==> config.mk <==
export PLATFORM = sky130hd
export DESIGN_NAME = top_sr
export DESIGN_NICKNAME = d
export VERILOG_FILES = /design/src/rtl/top_sr.sv
export SDC_FILE = /design/constraint.sdc
export NUM_CORES = 1
export LEC_CHECK = 0
export CORE_AREA = 2 2 210 212
export DETAILED_ROUTE_END_ITERATION = 8
export DIE_AREA = 0 0 212 214
export PLACE_DENSITY = 0.72
export SLEW_MARGIN = 40
export SYNTH_ARGS = -nofsm -noshare
export SYNTH_HDL_FRONTEND = slang
export SYNTH_SLANG_ARGS = --single-unit
==> constraint.sdc <==
create_clock -name clk_in -period 6.57 [get_ports clk_in]
set_input_delay 0.9855 -clock clk_in [delete_from_list [all_inputs] [get_ports clk_in]]
set_output_delay 0.9855 -clock clk_in [all_outputs]
set_load 0.1 [all_outputs]
==> src/rtl/top_sr.sv <==
// top_sr: serial configuration controller for an external shift-register chain.
module top_sr #(
   parameter int WIDTH = 170
) (
   input  logic             clk_in,
   input  logic             rst,
   input  logic [3:0]       div,
   input  logic             start,
   input  logic [WIDTH-1:0] din,
   input  logic             dout_sr,
   output logic             clk_sr,
   output logic             din_sr,
   output logic             load_sr,
   output logic [WIDTH-1:0] dout
);
   localparam int CW = $clog2(WIDTH);
   typedef enum logic [1:0] {IDLE, SHIFT, LOAD} state_t;
   state_t state, state_n;
   logic start_q, trig, bit_end, last_bit;
   logic clk_sr_n, din_sr_n, load_sr_n;
   logic [3:0] per, ph, half;
   logic [CW-1:0] cnt;
   logic [WIDTH-1:0] tx, rx;
   assign trig = state == IDLE && start && !start_q;
   assign half = per >> 1;
   assign bit_end = ph == per - 4'd1;
   assign last_bit = cnt == CW'(WIDTH - 1);
   always_ff @(posedge clk_in)
      if (rst) state <= IDLE;
      else state <= state_n;
   always_comb
      state_n = trig ? SHIFT :
                (state == SHIFT && bit_end && last_bit) ? LOAD :
                (state == LOAD && bit_end) ? IDLE : state;
   // Output values for the cycle the current phase describes; registered below.
   always_comb begin
      clk_sr_n = state == SHIFT && ph >= half;
      din_sr_n = state == SHIFT && tx[WIDTH-1];
      load_sr_n = state == LOAD;
   end
   always_ff @(posedge clk_in)
      if (rst) begin
         start_q <= 1'b0;
         clk_sr <= 1'b0;
         din_sr <= 1'b0;
         load_sr <= 1'b0;
         dout <= '0;
         tx <= '0;
         rx <= '0;
         per <= '0;
         ph <= '0;
         cnt <= '0;
      end else begin
         start_q <= start;
         clk_sr <= clk_sr_n;
         din_sr <= din_sr_n;
         load_sr <= load_sr_n;
         if (trig) begin
            tx <= din;
            rx <= '0;
            per <= div < 4'd2 ? 4'd2 : div;
            ph <= '0;
            cnt <= '0;
         end else if (state != IDLE) begin
            ph <= bit_end ? 4'd0 : ph + 4'd1;
            // Capture on the same edge that raises clk_sr.
            if (state == SHIFT && ph == half) rx <= {rx[WIDTH-2:0], dout_sr};
            if (state == SHIFT && bit_end) begin
               tx <= tx << 1;
               cnt <= cnt + 1'b1;
            end
            if (state == LOAD && bit_end) dout <= rx;
         end
      end
endmodule

==> results.yml, run 1 <==
logic_synthesis:
  ys.flop_type: "dfxtp_1"
  synth_top_family_by_area: "simple AND/OR/NAND/NOR gates"
  synth-async-reset-ratio_pct: 0
  synthSimpleGateAreaFrac_pct: 22.5
  synthAdderAreaFrac_pct: 0.438
  syn-num-nets: 2742
  synth_area_leaders: "dfxtp_1 53%, nand2_1 16%, a21oi_1 12%"
  synth_top_area_share_pct: 53.3
  synth_cell_type_count: 40
  synth_xor_area_share_pct: 0.513
  synth_seq_cells: 532
  synth_warnings: 0
  syn_avg_cell_area_um2: 7.81
  synth.area.mux_share_pct: 0
  yosysTopAreaCell: "dfxtp_1"
  netlist_instances: 2557
  ys_seq_area_share_pct: 53.3
  syn-cell-area_um2: 20000
  synth_compound_gate_area_share_pct: 18.5
  synth_edf_count: 0
finish:
  areaGrowthSynthToFinish_pct: 23.2
  nets: 2957
  layout_commonest_cell: "nand2_1"
  final_cell_mix: "839 x nand2_1, 532 x dfxtp_1, 499 x a21oi_1"
  drive_gt1_share_pct: 10.7
  fillCellCount: 3867
setup_path:
  crit_type: "flip-flop to flip-flop"
  critPathArrivalTime_ns: 3.71
  required_ns: 7.05
  start_kind: "flip-flop"
  end_kind: "flip-flop"
  cp_max_fo: 106
power_and_ir_drop:
  seqPwrFrac_pct: 47.1
  clockPowerShare_pct: 45.6
  internal-power_mw: 5.53
  p_per_area_nw_per_um2: 291
  vdd_ir_drop_max_uv: 214
  p_comb_share_pct: 7.2
  p_sw_share_pct: 22.7
  switching_power_mw: 1.62
  p_leak_nw: 8.89
placed_design:
  dp_hpwl_um: 31300
  gp_congestion: 0.851
  port_buffers: 350
floorplanning:
  die_w_um: 212
  coreArea_um2: 42900
  design.die.area_um2: 45400
  initial_core_util_pct: 46.6
  die_height_um: 214
  fp-row-count: 76
  boundaryPins: 351
global_routing:
  grt_max_degree: 170
  grt_pass1_wl_um: 82000
  grtUsageTotal_pct: 21.6
  antenna_found_initial: 7
  grt_pass1_vias: 16300
  grt.overflow.total: 0
sta:
  skew_ns: 0.0170
  setup_viol: 0
  max_freq_mhz: 309
  slew_violations: 0
  whs_ns: 0.449
  finalHoldViolCount: 0
  setup_tns_ns: 0
  rsz0062_at_grt: "false"
  post-route-period-util_pct: 49.2
  tightest_slew_ns: 0.817
  fin_crit_ns: 3.23
  relSlewSlack_pct: 45.5
hold_path:
  worst_hold_path_type: "flip-flop to flip-flop"
drt:
  drc: 0
  vias: 17900
  drtAntennaViolNets: 0
  wl_per_cell_um: 15.0
  routed_wl_um: 50900
  viasPerCell: 5.27
  dr.first_iter.drc_count: 1373
  firstDrtPassIters: 6
clock_network:
  cts_resized: 0
  clk_latency_ns: 0.59
  root_buffer: "clkbuf_16"
  cts-hold-fix-buffers: 0
  postCtsSetupBuffers: 0
  clockBufferDepth: 3
  cts-htree-levels: 2
  clock-sinks: 532
  cts_tree: "built"
  cts_buffers: 54
  clk_pin_slew_ns: 0.06
outcome:
  status: "completed"
flow_run:
  cap_violations: 0
-- through the flow --
stage                     total power [mW]  worst slack [ns]  cell area [um^2]  utilization [%]  std cells
after detailed placement              3.96              2.94             22700             52.9       3300
after CTS                             7.22              3.37             24600             57.4       3398
after global routing                  7.42              3.07             24600             57.4       3399
after global placement                3.94              2.67             23500             54.8       3299
after floorplan                       3.76              4.15             20000                -       2557
final                                 7.16              3.34             24600             57.4       3400
-- critical path, cell delays in order (launching register included) --
cell      delay, ns
dfxtp_1        0.40
inv_1          0.07
ha_1           0.21
xnor2_1        0.30
xor2_1         0.16
nand4_1        0.22
buf_6          0.60
buf_4          0.68
nand2_1        0.12
a211oi_1       0.24
-- layout make-up --
type / instances / area (um^2) / area share, %
clock buffers: 76 / 1640 / 6.64
clock inverters: 22 / 300 / 1.22
multi-input cells: 1805 / 8400 / 34.1
diodes: 1 / 2.50 / 0.0102
flip-flops and latches: 532 / 10700 / 43.2
well taps: 585 / 732 / 2.97
inverters: 8 / 30.0 / 0.122
repair buffers: 371 / 2880 / 11.7
-- synthesized netlist by cell type, types with 2 or more instances --
cell type and instances:
nand4_1 4, buf_1 15, clkbuf_1 145, buf_4 18, nor2_1 178, and2_1 2
a21oi_1 499, xor2_1 4, nor2b_1 4, nor3b_1 2, nand2_1 839, nor4_1 24
nor3_1 47, a211oi_1 151, inv_1 8, nand3b_1 3, nand2b_1 3, nor4b_1 2
buf_2 31, buf_6 3, and3_1 2, dfxtp_1 532, or4_1 2, o21ai_0 5
or3_1 4, ha_1 7, nand3_1 6, xnor2_2 2, xnor2_1 4
-- state kept, by name, indices dropped and copies added, names as in the netlist, 2 cells and up --
register and count:
cnt 8, per 4, dout 170, tx 170, state 2, ph 4
rx 170
-- per-layer routing --
metal	wire, um	global-route usage (%)	up-vias
li1	-	-	8951
met1	22800	29.1	8351
met2	22800	33.8	515
met3	3970	6.22	96
met4	1140	6.24	12
met5	82	0	-
-- path summary, 6_finish.rpt --
kind,from,end,slack (ns),cells after the start
setup / recovery,per[0]$_SDFFE_PP0P_,tx[28]$_SDFFE_PP0P_,3.34,9
hold / removal,dout[28]$_SDFFE_PP0P_,dout[28]$_SDFFE_PP0P_,0.45,2
setup reg to reg,per[0]$_SDFFE_PP0P_,tx[28]$_SDFFE_PP0P_,3.34,9
hold reg to reg,dout[28]$_SDFFE_PP0P_,dout[28]$_SDFFE_PP0P_,0.45,2
-- cells by family (layout without fill, tap and decap cells) --
kind of cell             count (synthesis)  after routing
buffers and inverters                  220            477
flip-flops                             532            532
other                                    0              1
XOR/XNOR                                10             10
adder cells (fa/ha/maj)                  7              7
AO/OA/AOI/OAI                          660            660
AND/OR/NAND/NOR                       1128           1128
-- power by group through the flow --
| stage | Clock [mW] | Sequential, mW | Combinational, mW |
|---|---|---|---|
| floorplan | 0 | 3.43 | 0.324 |
| CTS | 3.33 | 3.37 | 0.516 |
| detailed placement | 0 | 3.44 | 0.513 |
| global route | 3.47 | 3.38 | 0.576 |
| global placement | 0 | 3.44 | 0.500 |
| finish | 3.27 | 3.37 | 0.517 |
No activity file was read; power rests on OpenSTA's default activity.
==> inputs of run 2 (changes only) <==
Clock period 6.57 ns to 3.26 ns, I/O delays scaled along.
==> results.yml, run 2 (same netlist as run 1, synthesis figures left out) <==
setup_path:
  cp_slowest_stage_delay_ns: 0.41
  end_kind: "flip-flop"
  required_ns: 3.78
  reg2reg_slack_ns: 0.53
  crit_top_cell: "xnor2_1"
  crit_type: "flip-flop to flip-flop"
  rr_endpoint: "dout[139]$_SDFFE_PP0P_"
  path_cells: "inv_1 -> ha_1 -> xnor2_1 -> xnor2_1 -> nor4_4 -> buf_12 -> buf_16 -> nand2_1 -> a21oi_1"
  cp_max_fo: 134
  critPathSlowestCell: "dfxtp_1"
  critPathArrivalTime_ns: 3.26
  r2r_start: "per[0]$_SDFFE_PP0P_"
  crit_family: "buffers and inverters"
  reg2reg_depth: 9
  start_kind: "flip-flop"
  worst-path-buf-inv: 3
sta:
  setup_tns_ns: 0
  tightest_slew_ns: 0.919
  max_freq_mhz: 366
  post-route-period-util_pct: 83.8
  rsz0062_at_grt: "false"
  fin_crit_ns: 2.73
  whs_ns: 0.295
  skew_ns: 0.0134
  slew_violations: 0
  setup_viol: 0
  finalHoldViolCount: 0
  relSlewSlack_pct: 38.7
power_and_ir_drop:
  vdd_ir_drop_max_uv: 332
  p_leak_nw: 8.85
  switching_power_mw: 3.24
  clockPowerShare_pct: 43.3
  p_sw_share_pct: 23.3
  p_per_area_nw_per_um2: 564
  internal-power_mw: 10.6
  p_comb_share_pct: 7.7
  seqPwrFrac_pct: 49.0
global_routing:
  grt.overflow.total: 0
  grt_pass1_vias: 16700
  antenna_found_initial: 0
  grt_max_degree: 171
  grt_pass1_wl_um: 83000
  grtUsageTotal_pct: 21.8
hold_path:
  worstHoldPathCells: 2
  whs_endpoint: "dout[134]$_SDFFE_PP0P_"
  worst_hold_path_type: "primary input to flip-flop"
  hold_path_startpoint: "rst"
clock_network:
  clk_latency_ns: 0.59
  postCtsSetupBuffers: 0
  cts_buffers: 52
  clockBufferDepth: 3
  cts-hold-fix-buffers: 0
  cts_resized: 0
  root_buffer: "clkbuf_16"
  cts-htree-levels: 2
  clk_pin_slew_ns: 0.07
  cts_tree: "built"
  clock-sinks: 532
drt:
  drc: 0
  dr.first_iter.drc_count: 1294
  viasPerCell: 5.30
  wl_per_cell_um: 15.1
  firstDrtPassIters: 5
  routed_wl_um: 51200
  drtAntennaViolNets: 0
  vias: 18000
floorplanning:
  design.die.area_um2: 45400
  coreArea_um2: 42900
  fp-row-count: 76
  boundaryPins: 351
  die_height_um: 214
  initial_core_util_pct: 46.6
  die_w_um: 212
placed_design:
  gp_congestion: 0.837
  port_buffers: 350
  dp_hpwl_um: 31800
finish:
  final_cell_mix: "839 x nand2_1, 532 x dfxtp_1, 499 x a21oi_1"
  areaGrowthSynthToFinish_pct: 23.1
  antenna_cells: 0
  drive_gt1_share_pct: 10.3
  nets: 2957
  layout_commonest_cell: "nand2_1"
  reg_top3: "dout (170), rx (170), tx (170)"
flow_run:
  cap_violations: 0
outcome:
  status: "completed"
==> run 2: changes by cell type in the layout (fill, tap and decap cells not counted), sizes merged <==
cell	delta
buf	+3
inv	+1
diode	-1
clkbuf	+6
clkinv	-4
bufinv	-5
==> run 2: worst max-delay path by stage <==
stage                                         to  slack [ns]           startpoint  cells past startpoint
after floorplan             dout[0]$_SDFFE_PP0P_        1.05  per[0]$_SDFFE_PP0P_                     10
after global placement       tx[55]$_SDFFE_PP0P_        0.62  per[0]$_SDFFE_PP0P_                      8
after detailed placement      tx[9]$_SDFFE_PP0P_        0.61  per[0]$_SDFFE_PP0P_                      8
after CTS                    tx[74]$_SDFFE_PP0P_        0.56  per[0]$_SDFFE_PP0P_                      8
after global routing         tx[59]$_SDFFE_PP0P_        0.34  per[0]$_SDFFE_PP0P_                      8
final                     dout[139]$_SDFFE_PP0P_        0.53  per[0]$_SDFFE_PP0P_                      9
==> run 2: cell type report <==
type / instances / area [um^2]
inverter: 8 / 30.0
sequential: 532 / 10700
tap: 585 / 732
multi-input combinational: 1805 / 8400
timing repair buffer: 373 / 3060
clock buffer: 83 / 1600
clock inverter: 14 / 135
fill: 3919 / 18300
==> run 2: stage by stage <==
step | util (%) | total power, mW | setup WS [ns] | cells | instance area [um^2]
2_1_floorplan | - | 7.57 | 1.05 | 2557 | 20000
3_3_place_gp | 55.2 | 7.98 | 0.618 | 3302 | 23700
3_5_place_dp | 53.3 | 8.01 | 0.605 | 3302 | 22800
4_1_cts | 57.3 | 14.0 | 0.562 | 3399 | 24600
5_1_grt | 57.4 | 14.4 | 0.336 | 3400 | 24600
6_report | 57.4 | 13.9 | 0.527 | 3400 | 24600
==> run 2: worst register-to-register path, delay by kind of cell, from the launching register on <==
kind                     cells  cell delay, ns
buffers and inverters        3            0.73
AND/OR/NAND/NOR              2            0.68
XOR/XNOR                     2            0.49
flip-flops                   1            0.41
adder cells (fa/ha/maj)      1            0.20
AO/OA/AOI/OAI                1            0.16
==> run 2: power by group through the flow <==
stage / registers [mW] / clock network [mW] / logic [mW]
finish: 6.80 / 6.02 / 1.07
CTS: 6.80 / 6.15 / 1.07
detailed placement: 6.94 / 0 / 1.07
global placement: 6.94 / 0 / 1.04
global route: 6.82 / 6.41 / 1.19
floorplan: 6.92 / 0 / 0.653
==> run 2: per-layer routing <==
layer	share of wire, %	vias to the layer above	track usage (%)
met5	0	-	0
met4	2.3	0	6.38
met3	6.5	74	4.38
met2	46	550	34.3
met1	45	8436	30.3
li1	-	8945	-
